<file path="src/rtl/register_file_scheduler.sv">
// Request scheduler in front of the accumulator register file: valid/ready issue,
// accumulate read-after-write hazard stalls, and tagging of read returns.
module register_file_scheduler #(
    parameter int MATRIX_WIDTH   = 14,
    parameter int REGISTER_DEPTH = 512,
    parameter int WRITE_LATENCY  = 7,
    parameter int READ_LATENCY   = 7,
    parameter int WORD_WIDTH     = 32,
    localparam int ADDR_WIDTH    = $clog2(REGISTER_DEPTH),
    localparam int ROW_WIDTH     = MATRIX_WIDTH * WORD_WIDTH
) (
    input  logic                  clk,
    input  logic                  rst,
    input  logic                  halt,
    input  logic                  wr_valid,
    output logic                  wr_ready,
    input  logic [ADDR_WIDTH-1:0] wr_addr,
    input  logic [ROW_WIDTH-1:0]  wr_data,
    input  logic                  wr_accumulate,
    input  logic                  rd_valid,
    output logic                  rd_ready,
    input  logic [ADDR_WIDTH-1:0] rd_addr,
    output logic                  rd_data_valid,
    output logic [ROW_WIDTH-1:0]  rd_data,
    output logic                  rf_enable,
    output logic [ADDR_WIDTH-1:0] rf_write_addr,
    output logic [ROW_WIDTH-1:0]  rf_data_in,
    output logic                  rf_write_enable,
    output logic                  rf_accumulate,
    output logic [ADDR_WIDTH-1:0] rf_read_addr,
    input  logic [ROW_WIDTH-1:0]  rf_data_out,
    output logic                  idle,
    output logic [15:0]           hazard_stalls
);

    localparam int SB_DEPTH = WRITE_LATENCY - 1;

    logic [SB_DEPTH-1:0]     sb_valid_q, sb_valid_d;
    logic [ADDR_WIDTH-1:0]   sb_addr_q [SB_DEPTH];
    logic [ADDR_WIDTH-1:0]   sb_addr_d [SB_DEPTH];
    logic [READ_LATENCY-1:0] rd_tag_q, rd_tag_d;
    logic [15:0]             stalls_q, stalls_d;
    logic                    hazard;

    // An accumulate must not read a row whose earlier write is still in the pipeline.
    always_comb begin
        hazard = 1'b0;
        for (int unsigned i = 0; i < SB_DEPTH; i++) begin
            if (sb_valid_q[i] && (sb_addr_q[i] == wr_addr)) begin
                hazard = 1'b1;
            end
        end
    end

    assign wr_ready        = !halt && !(wr_accumulate && hazard);
    assign rf_write_enable = wr_valid && wr_ready;
    assign rd_ready        = !halt && !(rf_write_enable && (wr_addr == rd_addr));

    assign rf_enable       = !halt;
    assign rf_write_addr   = wr_addr;
    assign rf_data_in      = wr_data;
    assign rf_accumulate   = wr_accumulate && rf_write_enable;
    assign rf_read_addr    = rd_addr;
    assign rd_data         = rf_data_out;
    assign rd_data_valid   = rd_tag_q[READ_LATENCY-1];
    assign idle            = !(|sb_valid_q) && !(|rd_tag_q);
    assign hazard_stalls   = stalls_q;

    always_comb begin
        sb_valid_d = sb_valid_q;
        sb_addr_d  = sb_addr_q;
        rd_tag_d   = rd_tag_q;
        stalls_d   = stalls_q;
        if (!halt) begin
            sb_valid_d[0] = rf_write_enable;
            sb_addr_d[0]  = wr_addr;
            for (int unsigned i = 1; i < SB_DEPTH; i++) begin
                sb_valid_d[i] = sb_valid_q[i-1];
                sb_addr_d[i]  = sb_addr_q[i-1];
            end
            rd_tag_d[0] = rd_valid && rd_ready;
            for (int unsigned i = 1; i < READ_LATENCY; i++) begin
                rd_tag_d[i] = rd_tag_q[i-1];
            end
            if (wr_valid && !wr_ready && (stalls_q != '1)) begin
                stalls_d = stalls_q + 16'd1;
            end
        end
    end

    always_ff @(posedge clk) begin
        if (rst) begin
            sb_valid_q <= '0;
            sb_addr_q  <= '{default: '0};
            rd_tag_q   <= '0;
            stalls_q   <= '0;
        end else begin
            sb_valid_q <= sb_valid_d;
            sb_addr_q  <= sb_addr_d;
            rd_tag_q   <= rd_tag_d;
            stalls_q   <= stalls_d;
        end
    end

endmodule
</file>
<file path="config.mk">
export PLATFORM = sky130hd
export DESIGN_NAME = register_file_scheduler
export DESIGN_NICKNAME = d
export VERILOG_FILES = /design/src/rtl/register_file_scheduler.sv
export SDC_FILE = /design/constraint.sdc
export NUM_CORES = 1
export LEC_CHECK = 0
export CORE_AREA = 2 2 720 722
export CTS_CLUSTER_DIAMETER = 200
export CTS_CLUSTER_SIZE = 16
export DETAILED_ROUTE_END_ITERATION = 10
export DIE_AREA = 0 0 722 724
export PLACE_DENSITY_LB_ADDON = 0.08
export SLEW_MARGIN = 10
export SYNTH_ARGS = -nofsm -noshare
export SYNTH_HDL_FRONTEND = slang
export SYNTH_SLANG_ARGS = --single-unit
export TNS_END_PERCENT = 10
</file>
<file path="constraint.sdc">
create_clock -name clk -period 1.85 [get_ports clk]
set_clock_uncertainty 0.05 [all_clocks]
set_input_delay 0.185 -clock clk [delete_from_list [all_inputs] [get_ports clk]]
set_output_delay 0.185 -clock clk [all_outputs]
set_load 0.02 [all_outputs]
</file>
==> flow_metrics.env <==
export IMPL_status="finished with violations"
export IMPL_violations="setup timing"
export IMPL_ys_async_sr_fraction_pct=0
export IMPL_hold_viol=0
export IMPL_cts_tree="done"
export IMPL_gp_congestion=0.694
export IMPL_met1_usage_pct=3.76
export IMPL_drc=0
export IMPL_holdCritPathClass="primary input to flip-flop"
export IMPL_slowest_delay_ps=350
export IMPL_grt_pass1_vias=6332
export IMPL_postSynthRegisterBits=83
export IMPL_first_iter_violations=360
export IMPL_period_share_pct=137
export IMPL_cts_root_buf="clkbuf_16"
export IMPL_multi_input_area_mm2=0.00249
export IMPL_grt_busiest_layer="met3"
export IMPL_antenna_found_initial=11
export IMPL_postRouteWirelength_um=269000
export IMPL_synth_edf_count=0
export IMPL_track_usage_pct=9.80
export IMPL_worstPathCellList="xor2_2 > nor4_4 > buf_4 > nand4_1 > o21ai_4 > o31a_1 > buf_6 > nor2_4 > a21oi_2 > buf_6"
export IMPL_final_fill_count=61500
export IMPL_worstPathArrival_ps=2310
export IMPL_path_class="flip-flop to output port"
export IMPL_synth_most_common_cell="buf_4"
export IMPL_num_rows=264
export IMPL_hold_ws_ps=252
export IMPL_vdd_drop_max_mv=0.437
export IMPL_cts_max_path_buffers=2
export IMPL_p_leak_nw=2.94
export IMPL_clock_sinks=83
export IMPL_seqCellArea_mm2=0.00169
export IMPL_end_kind="output port"
export IMPL_worstSkewPairLatency_ps=390
export IMPL_rsz0062_at_grt="true"
export IMPL_syn_avg_cell_area_um2=8.11
export IMPL_drive_above_1_share_pct=40.2
export IMPL_die_w_um=722
export IMPL_power_density_mw_per_mm2=324
export IMPL_use_met3_pct=19.7
export IMPL_crit_path_start_kind="flip-flop"
export IMPL_core_area_mm2=0.515
export IMPL_vias_per_cell=0.836
export IMPL_cp_slowest_cell="nor4_4"
export IMPL_stdcell_area_mm2=0.0150
export IMPL_wl_per_cell_um=36.4
export IMPL_maxCapViolations=0
export IMPL_min_period_ps=2540
export IMPL_post_dp_hpwl_um=254000
export IMPL_area_delta_synth_final_pct=38.5
export IMPL_grt_max_degree=39
export IMPL_io_buffers=64
export IMPL_yosys_most_used_dff="dfxtp_1"
export IMPL_critical_path_most_common_cell="buf_6"
export IMPL_firstDrtPassIters=4
export IMPL_finalSetupViolations=23
export IMPL_ys_types=37
export IMPL_pre_cts_slack_ps=-1730
export IMPL_cp_required_ps=1620
export IMPL_cp_max_fo=3
export IMPL_final_nets=1532
export IMPL_syn_inst=1338
export IMPL_cts_buffers=9
export IMPL_slew_headroom_pct=57.7
export IMPL_dieArea_mm2=0.523
export IMPL_yosysTopAreaCellShare_pct=63.3
export IMPL_dpl_cell_area_mm2=0.0143
export IMPL_grt_pass1_wl_um=284000
export IMPL_synth_net_count=2259
export IMPL_grt_use_met2_pct=13.6
export IMPL_fmax_mhz=393
export IMPL_io_pins=1857
export IMPL_netlist_area_mm2=0.0108
export IMPL_overflow=0
export IMPL_seq_area_frac_synth_pct=15.3
export IMPL_synth_top_area_cell="buf_4"
export IMPL_hold_buffers=0
export IMPL_final_max_slew_viol_count=0
export IMPL_tightest_slew_ps=634
export IMPL_ant_nets=0
export IMPL_worst_slack_ps=-694
export IMPL_synthTopCellsByCount="buf_4 (914), dfxtp_1 (83), nor2_1 (69)"
export IMPL_num_vias=6185
export IMPL_clkTransAtPathRegs_ps=70
export IMPL_yosysWarnings=0
export IMPL_die_h_um=724
export IMPL_start_util_pct=2.10
export IMPL_htreeDepth=3
export IMPL_synth_area_top_cells="buf_4 (63%), dfxtp_1 (15%), mux2i_1 (6.0%)"
## logic make-up after synthesis
group           Yosys count  share of synthesized area, %
buf+inv                 948                          64.8
simple gates            139                          6.18
flops                    83                          15.3
mux                      65                          6.00
xor+xnor                 64                          5.17
compound gates           38                          2.40
fa+ha+maj                 1                         0.115
## layout make-up
type,count,area share [%]
tap,6783,56.5
multi-input combinational,307,16.6
timing repair buffer,206,13.4
sequential,83,11.3
clock buffer,13,1.73
clock inverter,2,0.400
inverter,4,0.100
antenna,1,0.0167
## where the power goes
group	internal (mW)	switching [mW]
Combinational	0.397	0.435
Sequential	1.81	0.0373
Clock	1.25	0.929
Total	3.46	1.40
## per-layer routing
layer | wire [um] | up-vias | share of wire, %
met5 | 1200 | - | 0.44
met4 | 10700 | 30 | 4.0
met3 | 114000 | 319 | 42
met2 | 107000 | 1733 | 40
met1 | 36200 | 2288 | 13
li1 | - | 1815 | -
## stage by stage
step	cells	total power [mW]	util, %	TNS [ps]
2_1_floorplan	1338	5.02	-	-963
3_3_place_gp	7378	2.73	2.77	-30400
3_5_place_dp	7378	2.71	2.77	-31260
4_1_cts	7398	5.11	2.89	-13800
5_1_grt	7398	5.16	2.91	-15150
6_report	7399	4.86	2.91	-12390
## critical path: cells and delay by family (launching register included)
| family | cells | cell delay, ps |
|---|---|---|
| simple gates | 3 | 560 |
| buf+inv | 3 | 440 |
| compound gates | 3 | 420 |
| flops | 1 | 340 |
| xor+xnor | 1 | 150 |
## timing repair
item | in CTS | in global routing
setup endpoints to repair | 24 | 24
setup buffers | 5 | 0
resized for setup | 82 | 20
pin swaps | 20 | 6
endpoints found under the hold margin | 0 | 0
## final timing paths
| path | slack [ps] | start | cells past startpoint | endpoint |
|---|---|---|---|---|
| hold / removal | 250 | rst | 2 | sb_addr_q[51] |
| hold reg to reg | 470 | rd_tag_q[0] | 2 | rd_tag_q[0] |
| setup reg to reg | -670 | sb_addr_q[6] | 11 | hazard_stalls[7] |
| setup / recovery | -690 | sb_addr_q[6] | 10 | rd_ready |
## flip-flops by register name, indices dropped and copies added (netlist names)
register       cells
sb_addr_q         54
hazard_stalls     16
rd_tag_q           7
sb_valid_q         6
## layout by cell type, fill, tap and decap left out, types with 5 or more instances in the layout
cell,instances
xnor2_1,30
nor4_2,5
dfxtp_2,14
nand4_1,10
a21oi_1,7
buf_6,9
dfxtp_1,65
clkbuf_16,9
nand2_1,14
dlygate4sd2_1,5
nand3_1,7
mux2i_1,65
xor2_1,14
or3_1,8
nor2_1,67
a21oi_2,7
buf_4,129
xor2_2,19
buf_12,26
o21ai_0,11
clkdlybuf4s50_1,35
No activity file was read; power rests on OpenSTA's default activity.
